### config.mk
export PLATFORM = sky130hd
export DESIGN_NAME = dmem_arbiter_flat
export DESIGN_NICKNAME = d
export VERILOG_FILES = /design/src/rtl/dmem_arb_pkg.sv /design/src/rtl/dmem_arbiter_if.sv /design/src/rtl/dmem_arbiter.sv /design/src/flat_wrapper.sv
export SDC_FILE = /design/constraint.sdc
export NUM_CORES = 1
export LEC_CHECK = 0
export BUFFER_PORTS_ARGS = -buffer_cell sky130_fd_sc_hd__buf_2
export CAP_MARGIN = 30
export CORE_AREA = 3 3 113 115
export CTS_CLUSTER_DIAMETER = 150
export DETAILED_ROUTE_END_ITERATION = 8
export DIE_AREA = 0 0 116 118
export PLACE_DENSITY = 0.76
export SLEW_MARGIN = 15
export SYNTH_ARGS = -nofsm -noshare
export SYNTH_HDL_FRONTEND = slang
export SYNTH_SLANG_ARGS = --single-unit
### constraint.sdc
create_clock -name clk_i -period 2 [get_ports clk_i]
set_input_delay 0.4 -clock clk_i [delete_from_list [all_inputs] [get_ports clk_i]]
set_output_delay 0.4 -clock clk_i [all_outputs]
set_load 0.02 [all_outputs]
### src/rtl/dmem_arb_pkg.sv
// rtl/dmem_arb_pkg.sv - shared types and defaults for the data-memory arbiter
package dmem_arb_pkg;

  typedef enum logic [1:0] {
    ST_IDLE    = 2'd0,
    ST_CPU_RSP = 2'd1,
    ST_DBG_RSP = 2'd2
  } arb_state_e;

  localparam int DBG_MAX_WAIT_DEF = 4;
  localparam int WAIT_W           = 4;

endpackage

### src/rtl/dmem_arbiter_if.sv
// rtl/dmem_arbiter_if.sv - CPU, debug and memory-command signal bundle of the arbiter
interface dmem_arbiter_if #(
  parameter int ADDR_W = 32,
  parameter int DATA_W = 32
) ();

  logic              cpu_req_i;
  logic              cpu_we_i;
  logic [ADDR_W-1:0] cpu_addr_i;
  logic [DATA_W-1:0] cpu_wdata_i;
  logic [DATA_W-1:0] cpu_rdata_o;
  logic              cpu_stall_o;

  logic              dbg_req_i;
  logic              dbg_we_i;
  logic [ADDR_W-1:0] dbg_addr_i;
  logic [DATA_W-1:0] dbg_wdata_i;
  logic              dbg_gnt_o;
  logic              dbg_rvalid_o;
  logic [DATA_W-1:0] dbg_rdata_o;

  logic              mem_en_o;
  logic              mem_we_o;
  logic [ADDR_W-1:0] mem_addr_o;
  logic [DATA_W-1:0] mem_wdata_o;
  logic [DATA_W-1:0] mem_rdata_i;

  modport slave (
    input  cpu_req_i, cpu_we_i, cpu_addr_i, cpu_wdata_i,
    output cpu_rdata_o, cpu_stall_o,
    input  dbg_req_i, dbg_we_i, dbg_addr_i, dbg_wdata_i,
    output dbg_gnt_o, dbg_rvalid_o, dbg_rdata_o,
    output mem_en_o, mem_we_o, mem_addr_o, mem_wdata_o,
    input  mem_rdata_i
  );

  modport master (
    output cpu_req_i, cpu_we_i, cpu_addr_i, cpu_wdata_i,
    input  cpu_rdata_o, cpu_stall_o,
    output dbg_req_i, dbg_we_i, dbg_addr_i, dbg_wdata_i,
    input  dbg_gnt_o, dbg_rvalid_o, dbg_rdata_o,
    input  mem_en_o, mem_we_o, mem_addr_o, mem_wdata_o,
    output mem_rdata_i
  );

endinterface

### src/rtl/dmem_arbiter.sv
// rtl/dmem_arbiter.sv - CPU/debug arbiter in front of a 1-cycle-latency data memory
// Optional: DMEM_ARB_DBG_WRITE_EN lets debug writes reach the memory.
module dmem_arbiter
  import dmem_arb_pkg::*;
#(
  parameter int ADDR_W       = 32,
  parameter int DATA_W       = 32,
  parameter int DBG_MAX_WAIT = DBG_MAX_WAIT_DEF
) (
  input logic             clk_i,
  input logic             rst_i,
  dmem_arbiter_if.slave   bus
);

  localparam logic [WAIT_W-1:0] MAX_WAIT = WAIT_W'(DBG_MAX_WAIT);

  arb_state_e        state_q, state_d;
  logic [WAIT_W-1:0] wait_q, wait_d;
  logic [DATA_W-1:0] cpu_rdata_q, cpu_rdata_d;
  logic [DATA_W-1:0] dbg_rdata_q, dbg_rdata_d;

  logic              in_idle;
  logic              issue_dbg;
  logic              issue_cpu;
  logic [ADDR_W-1:0] issue_addr;
  logic [DATA_W-1:0] issue_wdata;

  // Arbitration; gating with rst_i keeps every command output quiet during reset
  always_comb begin
    in_idle   = rst_i && (state_q == ST_IDLE);
    issue_dbg = in_idle && bus.dbg_req_i &&
                ((wait_q == MAX_WAIT) || !bus.cpu_req_i);
    issue_cpu = in_idle && bus.cpu_req_i && !issue_dbg;
  end

  always_ff @(posedge clk_i or negedge rst_i) begin
    if (!rst_i) begin
      state_q     <= ST_IDLE;
      wait_q      <= '0;
      cpu_rdata_q <= '0;
      dbg_rdata_q <= '0;
    end else begin
      state_q     <= state_d;
      wait_q      <= wait_d;
      cpu_rdata_q <= cpu_rdata_d;
      dbg_rdata_q <= dbg_rdata_d;
    end
  end

  always_comb begin
    state_d     = state_q;
    wait_d      = wait_q;
    cpu_rdata_d = cpu_rdata_q;
    dbg_rdata_d = dbg_rdata_q;
    case (state_q)
      ST_IDLE: begin
        if (issue_dbg && !bus.dbg_we_i)      state_d = ST_DBG_RSP;
        else if (issue_cpu && !bus.cpu_we_i) state_d = ST_CPU_RSP;
      end
      ST_CPU_RSP: begin
        state_d     = ST_IDLE;
        cpu_rdata_d = bus.mem_rdata_i;
      end
      ST_DBG_RSP: begin
        state_d     = ST_IDLE;
        dbg_rdata_d = bus.mem_rdata_i;
      end
      default: state_d = ST_IDLE;
    endcase
    if (!bus.dbg_req_i || issue_dbg) wait_d = '0;
    else if (wait_q < MAX_WAIT)      wait_d = wait_q + 1'b1;
  end

  always_comb begin
    bus.mem_en_o     = 1'b0;
    bus.mem_we_o     = 1'b0;
    issue_addr       = '0;
    issue_wdata      = '0;
    bus.cpu_stall_o  = 1'b0;
    bus.dbg_gnt_o    = 1'b0;
    bus.dbg_rvalid_o = rst_i && (state_q == ST_DBG_RSP);
    // Response data is visible in its own cycle, then held by the _q copy
    bus.cpu_rdata_o  = cpu_rdata_d;
    bus.dbg_rdata_o  = dbg_rdata_d;
    if (issue_dbg) begin
      bus.dbg_gnt_o   = 1'b1;
      bus.cpu_stall_o = bus.cpu_req_i;
      if (!bus.dbg_we_i) begin
        bus.mem_en_o = 1'b1;
        issue_addr   = bus.dbg_addr_i;
        issue_wdata  = bus.dbg_wdata_i;
      end else begin
`ifdef DMEM_ARB_DBG_WRITE_EN
        bus.mem_en_o = 1'b1;
        bus.mem_we_o = 1'b1;
        issue_addr   = bus.dbg_addr_i;
        issue_wdata  = bus.dbg_wdata_i;
`else
        bus.mem_en_o = 1'b0;
`endif
      end
    end else if (issue_cpu) begin
      bus.mem_en_o    = 1'b1;
      bus.mem_we_o    = bus.cpu_we_i;
      issue_addr      = bus.cpu_addr_i;
      issue_wdata     = bus.cpu_wdata_i;
      bus.cpu_stall_o = !bus.cpu_we_i;
    end
    bus.mem_addr_o  = issue_addr;
    bus.mem_wdata_o = issue_wdata;
  end

endmodule

### src/flat_wrapper.sv
// flat-port wrapper written by rule: the top's interface ports become plain ports
module dmem_arbiter_flat import dmem_arb_pkg::*;
#(
  parameter int ADDR_W       = 32,
  parameter int DATA_W       = 32,
  parameter int DBG_MAX_WAIT = DBG_MAX_WAIT_DEF
)
  (clk_i, rst_i, bus_cpu_req_i, bus_cpu_we_i, bus_cpu_addr_i, bus_cpu_wdata_i, bus_cpu_rdata_o, bus_cpu_stall_o, bus_dbg_req_i, bus_dbg_we_i, bus_dbg_addr_i, bus_dbg_wdata_i, bus_dbg_gnt_o, bus_dbg_rvalid_o, bus_dbg_rdata_o, bus_mem_en_o, bus_mem_we_o, bus_mem_addr_o, bus_mem_wdata_o, bus_mem_rdata_i);
  dmem_arbiter_if #(.ADDR_W(ADDR_W), .DATA_W(DATA_W)) bus_i ();
  input logic clk_i;
  input logic rst_i;
  input wire logic [$bits(bus_i.cpu_req_i)-1:0] bus_cpu_req_i;
  input wire logic [$bits(bus_i.cpu_we_i)-1:0] bus_cpu_we_i;
  input wire logic [$bits(bus_i.cpu_addr_i)-1:0] bus_cpu_addr_i;
  input wire logic [$bits(bus_i.cpu_wdata_i)-1:0] bus_cpu_wdata_i;
  output wire logic [$bits(bus_i.cpu_rdata_o)-1:0] bus_cpu_rdata_o;
  output wire logic [$bits(bus_i.cpu_stall_o)-1:0] bus_cpu_stall_o;
  input wire logic [$bits(bus_i.dbg_req_i)-1:0] bus_dbg_req_i;
  input wire logic [$bits(bus_i.dbg_we_i)-1:0] bus_dbg_we_i;
  input wire logic [$bits(bus_i.dbg_addr_i)-1:0] bus_dbg_addr_i;
  input wire logic [$bits(bus_i.dbg_wdata_i)-1:0] bus_dbg_wdata_i;
  output wire logic [$bits(bus_i.dbg_gnt_o)-1:0] bus_dbg_gnt_o;
  output wire logic [$bits(bus_i.dbg_rvalid_o)-1:0] bus_dbg_rvalid_o;
  output wire logic [$bits(bus_i.dbg_rdata_o)-1:0] bus_dbg_rdata_o;
  output wire logic [$bits(bus_i.mem_en_o)-1:0] bus_mem_en_o;
  output wire logic [$bits(bus_i.mem_we_o)-1:0] bus_mem_we_o;
  output wire logic [$bits(bus_i.mem_addr_o)-1:0] bus_mem_addr_o;
  output wire logic [$bits(bus_i.mem_wdata_o)-1:0] bus_mem_wdata_o;
  input wire logic [$bits(bus_i.mem_rdata_i)-1:0] bus_mem_rdata_i;
  assign bus_i.cpu_req_i = bus_cpu_req_i;
  assign bus_i.cpu_we_i = bus_cpu_we_i;
  assign bus_i.cpu_addr_i = bus_cpu_addr_i;
  assign bus_i.cpu_wdata_i = bus_cpu_wdata_i;
  assign bus_cpu_rdata_o = bus_i.cpu_rdata_o;
  assign bus_cpu_stall_o = bus_i.cpu_stall_o;
  assign bus_i.dbg_req_i = bus_dbg_req_i;
  assign bus_i.dbg_we_i = bus_dbg_we_i;
  assign bus_i.dbg_addr_i = bus_dbg_addr_i;
  assign bus_i.dbg_wdata_i = bus_dbg_wdata_i;
  assign bus_dbg_gnt_o = bus_i.dbg_gnt_o;
  assign bus_dbg_rvalid_o = bus_i.dbg_rvalid_o;
  assign bus_dbg_rdata_o = bus_i.dbg_rdata_o;
  assign bus_mem_en_o = bus_i.mem_en_o;
  assign bus_mem_we_o = bus_i.mem_we_o;
  assign bus_mem_addr_o = bus_i.mem_addr_o;
  assign bus_mem_wdata_o = bus_i.mem_wdata_o;
  assign bus_i.mem_rdata_i = bus_mem_rdata_i;
  dmem_arbiter #(.ADDR_W(ADDR_W), .DATA_W(DATA_W), .DBG_MAX_WAIT(DBG_MAX_WAIT)) u_core (.clk_i(clk_i), .rst_i(rst_i), .bus(bus_i));
endmodule
# After elaboration in Yosys (flattened, before gate mapping)
# Cells that the tools add are included.
# word_totals
reg_bits,70
# classes
addsub,1
n_lt_le_gt_ge,1
n_eq_ne,4
muxes,21
reduce_logical,17
# op_table
operator,count
$mux 32,8
$logic_and 1x1->1,8
$mux 1,8
$mux 4,2
$mux 2,3
$logic_not 1->1,5
$add 4x1->4 const B,1
$eq 4x3->1 const B,1
$lt 4x3->1 const B,1
$ne 3x3->1 const B,1
$eq 2x1->1 const B,1
$eq 2x2->1 const B,1
$logic_not 2->1,1
$logic_or 1x1->1,2
$reduce_bool 2->1,1

# Logic depth before layout (Yosys ltp)
# Gate-level depths: netlist (run 1).
# logic_depth
ltp_word,10
mapped_depth,7
depth_no_buf,5

# Least setup slack after synthesis (run 1)
# No wires, ideal clock.
# synth_path
path_type,register to output
from,reg u_core.wait_q[0]
to,out bus_mem_addr_o[13]
arrival_ns,1.587
path_slack_ns,0.013
path_stages_with_launch,8
cell_sequence,dfrtp_1 inv_1 ha_1 nand4b_1 a211oi_2 buf_4 buf_6 a22o_1
# synth_via
elab_chain_cells,7
# synth_rtl
item,line_no,source
"start, declared",dmem_arbiter.sv:18,"logic [WAIT_W-1:0] wait_q, wait_d;"
"start signal, assigned",dmem_arbiter.sv:44,wait_q <= wait_d;
$eq 4x3->1 *,dmem_arbiter.sv:32,((wait_q == MAX_WAIT) || !bus.cpu_req_i);
$logic_or 1x1->1 *,dmem_arbiter.sv:32,
$logic_and 1x1->1 *,dmem_arbiter.sv:31,issue_dbg = in_idle && bus.dbg_req_i &&
$logic_not 1->1,dmem_arbiter.sv:33,issue_cpu = in_idle && bus.cpu_req_i && !issue_dbg;
$logic_and 1x1->1,dmem_arbiter.sv:33,
$mux 32,dmem_arbiter.sv:102,end else if (issue_cpu) begin
$mux 32 *,dmem_arbiter.sv:85,if (issue_dbg) begin
"end, declared",flat_wrapper.sv:27,output wire logic [$bits(bus_i.mem_addr_o)-1:0] bus_mem_addr_o;
# Mark *: on every way between the ends. The rest lies on a longest branch, timed or not.

# Worst setup path after layout (run 1)
# layout_path
from,reg u_core.wait_q[0]
to,out bus_mem_wdata_o[23]
# layout_via
elab_chain_cells,7
# layout_rtl
item,line_no,source
$eq 4x3->1 *,dmem_arbiter.sv:32,
$logic_or 1x1->1 *,dmem_arbiter.sv:32,
$logic_and 1x1->1 *,dmem_arbiter.sv:31,
$logic_not 1->1,dmem_arbiter.sv:33,
$logic_and 1x1->1,dmem_arbiter.sv:33,
$mux 32,dmem_arbiter.sv:102,
$mux 32 *,dmem_arbiter.sv:85,
"end, declared",flat_wrapper.sv:28,output wire logic [$bits(bus_i.mem_wdata_o)-1:0] bus_mem_wdata_o;
# Marked as above.

==> results.sh, run 1 <==
export IMPL_yosys_most_used_dff="dfrtp_1"
export IMPL_clk_latency_ns=0.33
export IMPL_drtIter0Drc=224
export IMPL_synth_warnings=0
export IMPL_root_buffer="clkbuf_16"
export IMPL_die_h_um=118
export IMPL_wl_per_cell_um=23.1
export IMPL_insertedDiodeCount=0
export IMPL_grt_pass1_vias=3873
export IMPL_rsz0062_at_grt="true"
export IMPL_crit_top_cell="buf_4"
export IMPL_drv_slew=0
export IMPL_dp_cells=697
export IMPL_crit_path_end="bus_mem_wdata_o[23]"
export IMPL_floorplan_initialDensity_pct=28.4
export IMPL_async_flop_share_pct=100
export IMPL_cts_reportedPaths_clkPinSlew_ns=0.05
export IMPL_fp_coreArea_mm2=0.0119
export IMPL_cp_end_kind="output port"
export IMPL_ys_seq_area_share_pct=51.9
export IMPL_p_per_area_mw_per_mm2=984
export IMPL_fillers=941
export IMPL_htreeDepth=3
export IMPL_yosysTopAreaCellShare_pct=51.9
export IMPL_r2r_slack_ns=0.44
export IMPL_dr_total_vias=3690
export IMPL_crit_fanout=16
export IMPL_synth_cell_type_count=26
export IMPL_critPathLaunchType="flop"
export IMPL_clockBufferDepth=2
export IMPL_grt_overflow=0
export IMPL_instances_no_fill=737
export IMPL_slowest_delay_ns=0.38
export IMPL_cp_top_family="simple AND/OR/NAND/NOR gates"
export IMPL_synth_top_area_cell="dfrtp_1"
export IMPL_syn_cell_area_mm2=0.00338
export IMPL_synth_edff_count=0
export IMPL_path_buf_inv=3
export IMPL_die_area_mm2=0.0137
export IMPL_port_buffers=298
export IMPL_failed_checks="negative setup slack"
export IMPL_setup_tns_ns=-46.15
export IMPL_crit_path_cell_trace="inv_1, ha_2, nand4b_1, and3_2, buf_4, a22o_2, buf_4"
export IMPL_syn_inst=254
export IMPL_grt_usage_pct=22.1
export IMPL_ant_nets=0
export IMPL_final_util_pct=57.1
export IMPL_cts_tree="yes"
export IMPL_grt_first_pass_wirelength_mm=22.7
export IMPL_most_common_layout_cells="buf_2, buf_6, dfrtp_1, a22o_1, mux2_4"
export IMPL_wl_mm=17.0
export IMPL_regToRegEndpoint="u_core.cpu_rdata_q[22]$_DFF_PN0_"
export IMPL_netlist_top_cells_area="dfrtp_1, mux2_2, a22o_1, buf_2, buf_6"
export IMPL_drive_gt1_share_pct=74.6
export IMPL_critPathLaunch="u_core.wait_q[0]$_DFFE_PN0P_"
export IMPL_fmax_mhz=394
export IMPL_p_leak_nw=3.58
export IMPL_antenna_found_initial=0
export IMPL_viasPerCell=5.01
export IMPL_worst_slack_ns=-0.537
export IMPL_clock_sinks=70
export IMPL_drt_first_pass_iters=4
export IMPL_outcome="finished with violations"
export IMPL_place_congestion=1.05
export IMPL_fin_nets=753
export IMPL_avgSynthCellArea_um2=13.3
export IMPL_setup_viol=132
export IMPL_cp_arrival_ns=2.14
export IMPL_post_route_period_util_pct=127
export IMPL_reg2reg_depth=6
export IMPL_cts_hold_buf=0
export IMPL_max_slew_margin_rel_pct=44.5
export IMPL_critPathSlowestCell="dfrtp_1"
export IMPL_ios=299
export IMPL_die_width_um=116
export IMPL_grt_max_degree=66
export IMPL_worst_slew_pin_slew_ns=0.832
export IMPL_fin_hold_ws_ns=0.0614
export IMPL_hpwl_mm=11.5
export IMPL_finClkSkew_ns=0.00477
export IMPL_synthesis_nets=422
export IMPL_min_path_type="input port to async pin"
export IMPL_rows=40
export IMPL_hold_viol_final=0
export IMPL_path_class="flop to output port"
export IMPL_numCtsBuffers=9
export IMPL_cp_required_ns=1.60
export IMPL_vdd_drop_max_uv=1140
export IMPL_drcViolationCount=0
export IMPL_syn_to_final_growth_pct=101
export IMPL_layout_commonest_cell="buf_2"
export IMPL_max_cap_violations=0
export IMPL_crit_cells=7
export IMPL_rr_startpoint="u_core.state_q[0]$_DFFE_PN0P_"
export IMPL_final_min_clock_period_ns=2.54
export IMPL_ys_ff_latch=70
==> report_power, final <==
part | internal [W] | switching (W)
Combinational | 0.00156 | 0.00140
Clock | 0.00122 | 0.000595
Sequential | 0.00179 | 0.000120
==> flip-flops by register name, indices dropped and copies added (netlist names) <==
signal and flops:
u_core.cpu_rdata_q 32, u_core.dbg_rdata_q 32, u_core.wait_q 4, u_core.state_q 2
==> layer usage <==
layer | track usage, % | wire (um) | vias up | part of all wire (%)
li1 | - | - | 1630 | -
met2 | 39.6 | 8920 | 202 | 52
met5 | 0 | 0 | - | 0
met3 | 5.66 | 1490 | 22 | 8.7
met1 | 25.8 | 6350 | 1836 | 37
met4 | 5.51 | 277 | 0 | 1.6
==> final cells by class <==
| class | instances | area [um2] | share of cell area (%) |
|---|---|---|---|
| repair buffers | 342 | 2730 | 40.1 |
| multi-input cells | 158 | 1780 | 26.2 |
| flip-flops and latches | 70 | 1750 | 25.8 |
| clock buffers | 11 | 233 | 3.42 |
| well taps | 147 | 184 | 2.71 |
| clock inverters | 5 | 108 | 1.58 |
| inverters | 4 | 15.0 | 0.221 |
==> worst reg2reg max path, delay by kind of cell, from the launching register on <==
kind | cells | cell delay, ns
buffers and inverters | 4 | 0.51
flip-flops | 1 | 0.39
multiplexers | 1 | 0.32
AND/OR/NAND/NOR | 1 | 0.21
==> cell families (layout without fill, tap and decap cells) <==
group           after synthesis  after routing  synth area share [%]
buf+inv                      26            362                  4.37
simple gates                 19             19                  3.19
fa+ha+maj                     2              2                 0.741
flops                        70             70                  51.9
mux                          64             64                  21.3
compound gates               72             72                  18.3
xor+xnor                      1              1                 0.259
==> how the worst min path moves through the flow <==
stage,cells past startpoint,end,from
global route,2,u_core.state_q[0]$_DFFE_PN0P_,rst_i
floorplan,0,u_core.cpu_rdata_q[0]$_DFF_PN0_,rst_i
finish,2,u_core.state_q[0]$_DFFE_PN0P_,rst_i
detailed placement,2,u_core.state_q[0]$_DFFE_PN0P_,rst_i
CTS,2,u_core.state_q[0]$_DFFE_PN0P_,rst_i
global placement,2,u_core.state_q[0]$_DFFE_PN0P_,rst_i
==> Yosys cell counts, types with 2 or more instances <==
| library cell | n |
|---|---|
| nor2b_1 | 2 |
| buf_6 | 4 |
| nand2_1 | 4 |
| a22o_1 | 64 |
| nor2_1 | 5 |
| mux2_2 | 62 |
| dfrtp_1 | 70 |
| ha_1 | 2 |
| nand2b_1 | 2 |
| a21oi_1 | 4 |
| clkbuf_1 | 4 |
| inv_1 | 4 |
| buf_2 | 13 |
| mux2_1 | 2 |
==> through the flow <==
step | instance area (um2) | total power [W] | setup slack (ns)
6_report | 6800 | 0.00669 | -0.537
4_1_cts | 6330 | 0.00611 | -0.554
3_3_place_gp | 5140 | 0.00386 | -0.397
3_5_place_dp | 5140 | 0.00391 | -0.396
5_1_grt | 6800 | 0.00695 | -0.618
2_1_floorplan | 3380 | 0.00309 | 0.0127
==> timing repair <==
action                                  4_1_cts  5_1_grt
resized for setup                           158      158
setup buffers                                13       13
cloned                                        8        1
pin swaps                                     5       14
endpoints found under the setup margin      132      133
Note: power is estimated with default switching activity, not from simulation.
==> run 2, diff against run 1 <==
--- a/config.mk
+++ b/config.mk
@@ -12,6 +12,7 @@
 export DETAILED_ROUTE_END_ITERATION = 8
 export DIE_AREA = 0 0 116 118
 export PLACE_DENSITY = 0.76
+export SETUP_SLACK_MARGIN = 0.2
 export SLEW_MARGIN = 15
 export SYNTH_ARGS = -nofsm -noshare
 export SYNTH_HDL_FRONTEND = slang
==> constraint.sdc (replaced) <==
create_clock -name clk_i -period 2 [get_ports clk_i]
set_input_delay 0.4 -clock clk_i [delete_from_list [all_inputs] [get_ports clk_i]]
set_output_delay 0.4 -clock clk_i [all_outputs]
set_load 0.005 [all_outputs]
==> run 2 against run 1 <==
The run still ends with negative setup slack left. Utilization is 0.063 points higher. Cell area is 0.11% higher. Sequential power hardly changed. Clock power is 13% lower. Largest cell class unchanged.
==> results.sh, run 2 (same netlist as run 1, synthesis figures left out) <==
export IMPL_final_min_clock_period_ns=2.49
export IMPL_wl_mm=17.3
export IMPL_numCtsBuffers=9
export IMPL_syn_to_final_growth_pct=101
export IMPL_insertedDiodeCount=0
export IMPL_dp_cells=700
export IMPL_cts_tree="yes"
export IMPL_grt_first_pass_wirelength_mm=24.8
export IMPL_outcome="finished with violations"
export IMPL_path_buf_inv=5
export IMPL_crit_path_cell_trace="inv_1, ha_2, nand4b_1, a211oi_4, buf_6, buf_12, clkbuf_16, a22o_1, buf_2"
export IMPL_hpwl_mm=12.2
export IMPL_failed_checks="negative setup slack"
export IMPL_antenna_found_initial=1
export IMPL_cts_hold_buf=0
export IMPL_ios=299
export IMPL_cp_top_family="buffers and inverters"
export IMPL_top_regs="u_core.cpu_rdata_q (32), u_core.dbg_rdata_q (32), u_core.wait_q (4)"
export IMPL_max_slew_margin_rel_pct=64.3
export IMPL_viasPerCell=5.03
export IMPL_path_class="flop to output port"
export IMPL_drive_gt1_share_pct=74.6
export IMPL_drtIter0Drc=197
export IMPL_hold_viol_final=0
export IMPL_drv_slew=0
export IMPL_die_area_mm2=0.0137
export IMPL_crit_fanout=4
export IMPL_fmax_mhz=401
export IMPL_slowest_delay_ns=0.39
export IMPL_rows=40
export IMPL_cp_end_kind="output port"
export IMPL_vdd_drop_max_uv=726
export IMPL_worst_slack_ns=-0.492
export IMPL_layout_commonest_cell="buf_2"
export IMPL_wl_per_cell_um=22.8
export IMPL_grt_pass1_vias=4089
export IMPL_cp_arrival_ns=2.09
export IMPL_place_congestion=0.937
export IMPL_max_cap_violations=0
export IMPL_setup_viol=133
export IMPL_grt_overflow=0
export IMPL_finClkSkew_ns=0.00791
export IMPL_die_width_um=116
export IMPL_grt_max_degree=53
export IMPL_critPathLaunchType="flop"
export IMPL_p_leak_nw=3.71
export IMPL_min_path_type="input port to async pin"
export IMPL_p_per_area_mw_per_mm2=885
export IMPL_drcViolationCount=0
export IMPL_cp_required_ns=1.60
export IMPL_register_area_mm2=0.00175
export IMPL_drt_first_pass_iters=4
export IMPL_clockBufferDepth=2
export IMPL_htreeDepth=3
export IMPL_instances_no_fill=758
export IMPL_root_buffer="clkbuf_16"
export IMPL_rsz0062_at_grt="true"
export IMPL_critPathSlowestCell="dfrtp_1"
export IMPL_stdcell_area_mm2=0.00681
export IMPL_grt_usage_pct=24.3
export IMPL_ant_nets=0
export IMPL_fillers=935
export IMPL_cts_reportedPaths_clkPinSlew_ns=0.06
export IMPL_multi_input_area_mm2=0.00179
export IMPL_clk_latency_ns=0.34
export IMPL_port_buffers=298
export IMPL_post_route_period_util_pct=125
export IMPL_floorplan_initialDensity_pct=28.4
export IMPL_dr_total_vias=3810
export IMPL_fin_nets=774
export IMPL_most_common_layout_cells="buf_2, buf_6, dfrtp_1, mux2_4, a22o_1"
export IMPL_fp_coreArea_mm2=0.0119
export IMPL_placed_area_mm2=0.00520
export IMPL_worst_slew_pin_slew_ns=0.536
export IMPL_clock_sinks=70
export IMPL_die_h_um=118
-- run 2: cell count changes in the layout (fill, tap and decap cells not counted), moves of 5 or more --
cell	previous run	this run
a22o_1	55	64
a22o_4	8	0
mux2_4	50	64
buf_6	107	79
buf_2	187	231
mux2_2	14	0
buf_16	4	9
-- run 2: worst reg2reg max path: stages, from the launching register on --
cell and delay [ns]:
dfrtp_1 0.38, buf_6 0.13, buf_6 0.10, buf_6 0.11, nand2b_4 0.09, buf_12 0.12
buf_12 0.14, mux2_4 0.33, buf_4 0.14
-- run 2: stage by stage --
stage          setup TNS (ns)  worst slack [ns]  power (W)  hold slack [ns]  utilization (%)
2_1_floorplan               0             0.108    0.00254            0.104                -
3_3_place_gp            -7.85            -0.152    0.00333            0.467             43.7
3_5_place_dp            -8.31            -0.167    0.00340            0.482             43.7
4_1_cts                -41.57            -0.489    0.00592            0.152             56.0
5_1_grt                -55.21            -0.585    0.00630            0.163             57.1
6_report               -43.93            -0.492    0.00602            0.137             57.1
-- run 2: layout make-up --
| type | instances | share of cell area [%] |
|---|---|---|
| Clock buffer | 10 | 3.51 |
| Sequential cell | 70 | 25.7 |
| Multi-Input combinational cell | 158 | 26.2 |
| Clock inverter | 6 | 0.901 |
| Tap cell | 147 | 2.70 |
| Timing Repair Buffer | 363 | 40.7 |
| Inverter | 4 | 0.221 |
-- run 2: worst paths after layout --
check	start	end	slack (ns)	cells past startpoint
worst max-delay path	u_core.wait_q[0]$_DFFE_PN0P_	bus_mem_addr_o[22]	-0.49	9
worst min-delay path	rst_i	u_core.cpu_rdata_q[22]$_DFF_PN0_	0.14	2
worst max register to register	u_core.state_q[1]$_DFFE_PN0P_	u_core.dbg_rdata_q[16]$_DFF_PN0_	0.37	8
worst min register to register	u_core.cpu_rdata_q[0]$_DFF_PN0_	u_core.cpu_rdata_q[0]$_DFF_PN0_	0.50	1
max in group asynchronous	rst_i	u_core.cpu_rdata_q[19]$_DFF_PN0_	1.32	3
min in group clk_i	bus_cpu_we_i	u_core.state_q[0]$_DFFE_PN0P_	0.33	2
-- run 2: timing repair --
action,in CTS,in global routing
pin swaps,0,15
setup endpoints to repair,133,133
gates resized for setup,157,13
buffers inserted,24,8
cloned,9,1
-- run 2: layer usage --
| metal | global-route usage, % | routed length (um) | vias to the layer above |
|---|---|---|---|
| met5 | 0 | 20 | - |
| met4 | 6.53 | 377 | 2 |
| met3 | 8.33 | 1580 | 38 |
| met2 | 43.3 | 8860 | 212 |
| met1 | 27.2 | 6470 | 1897 |
| li1 | - | - | 1661 |
-- run 2: report_power, final --
part	internal, W	switching, W
logic	0.00162	0.000893
registers	0.00179	0.000131
clock network	0.000993	0.000598
total	0.00440	0.00162
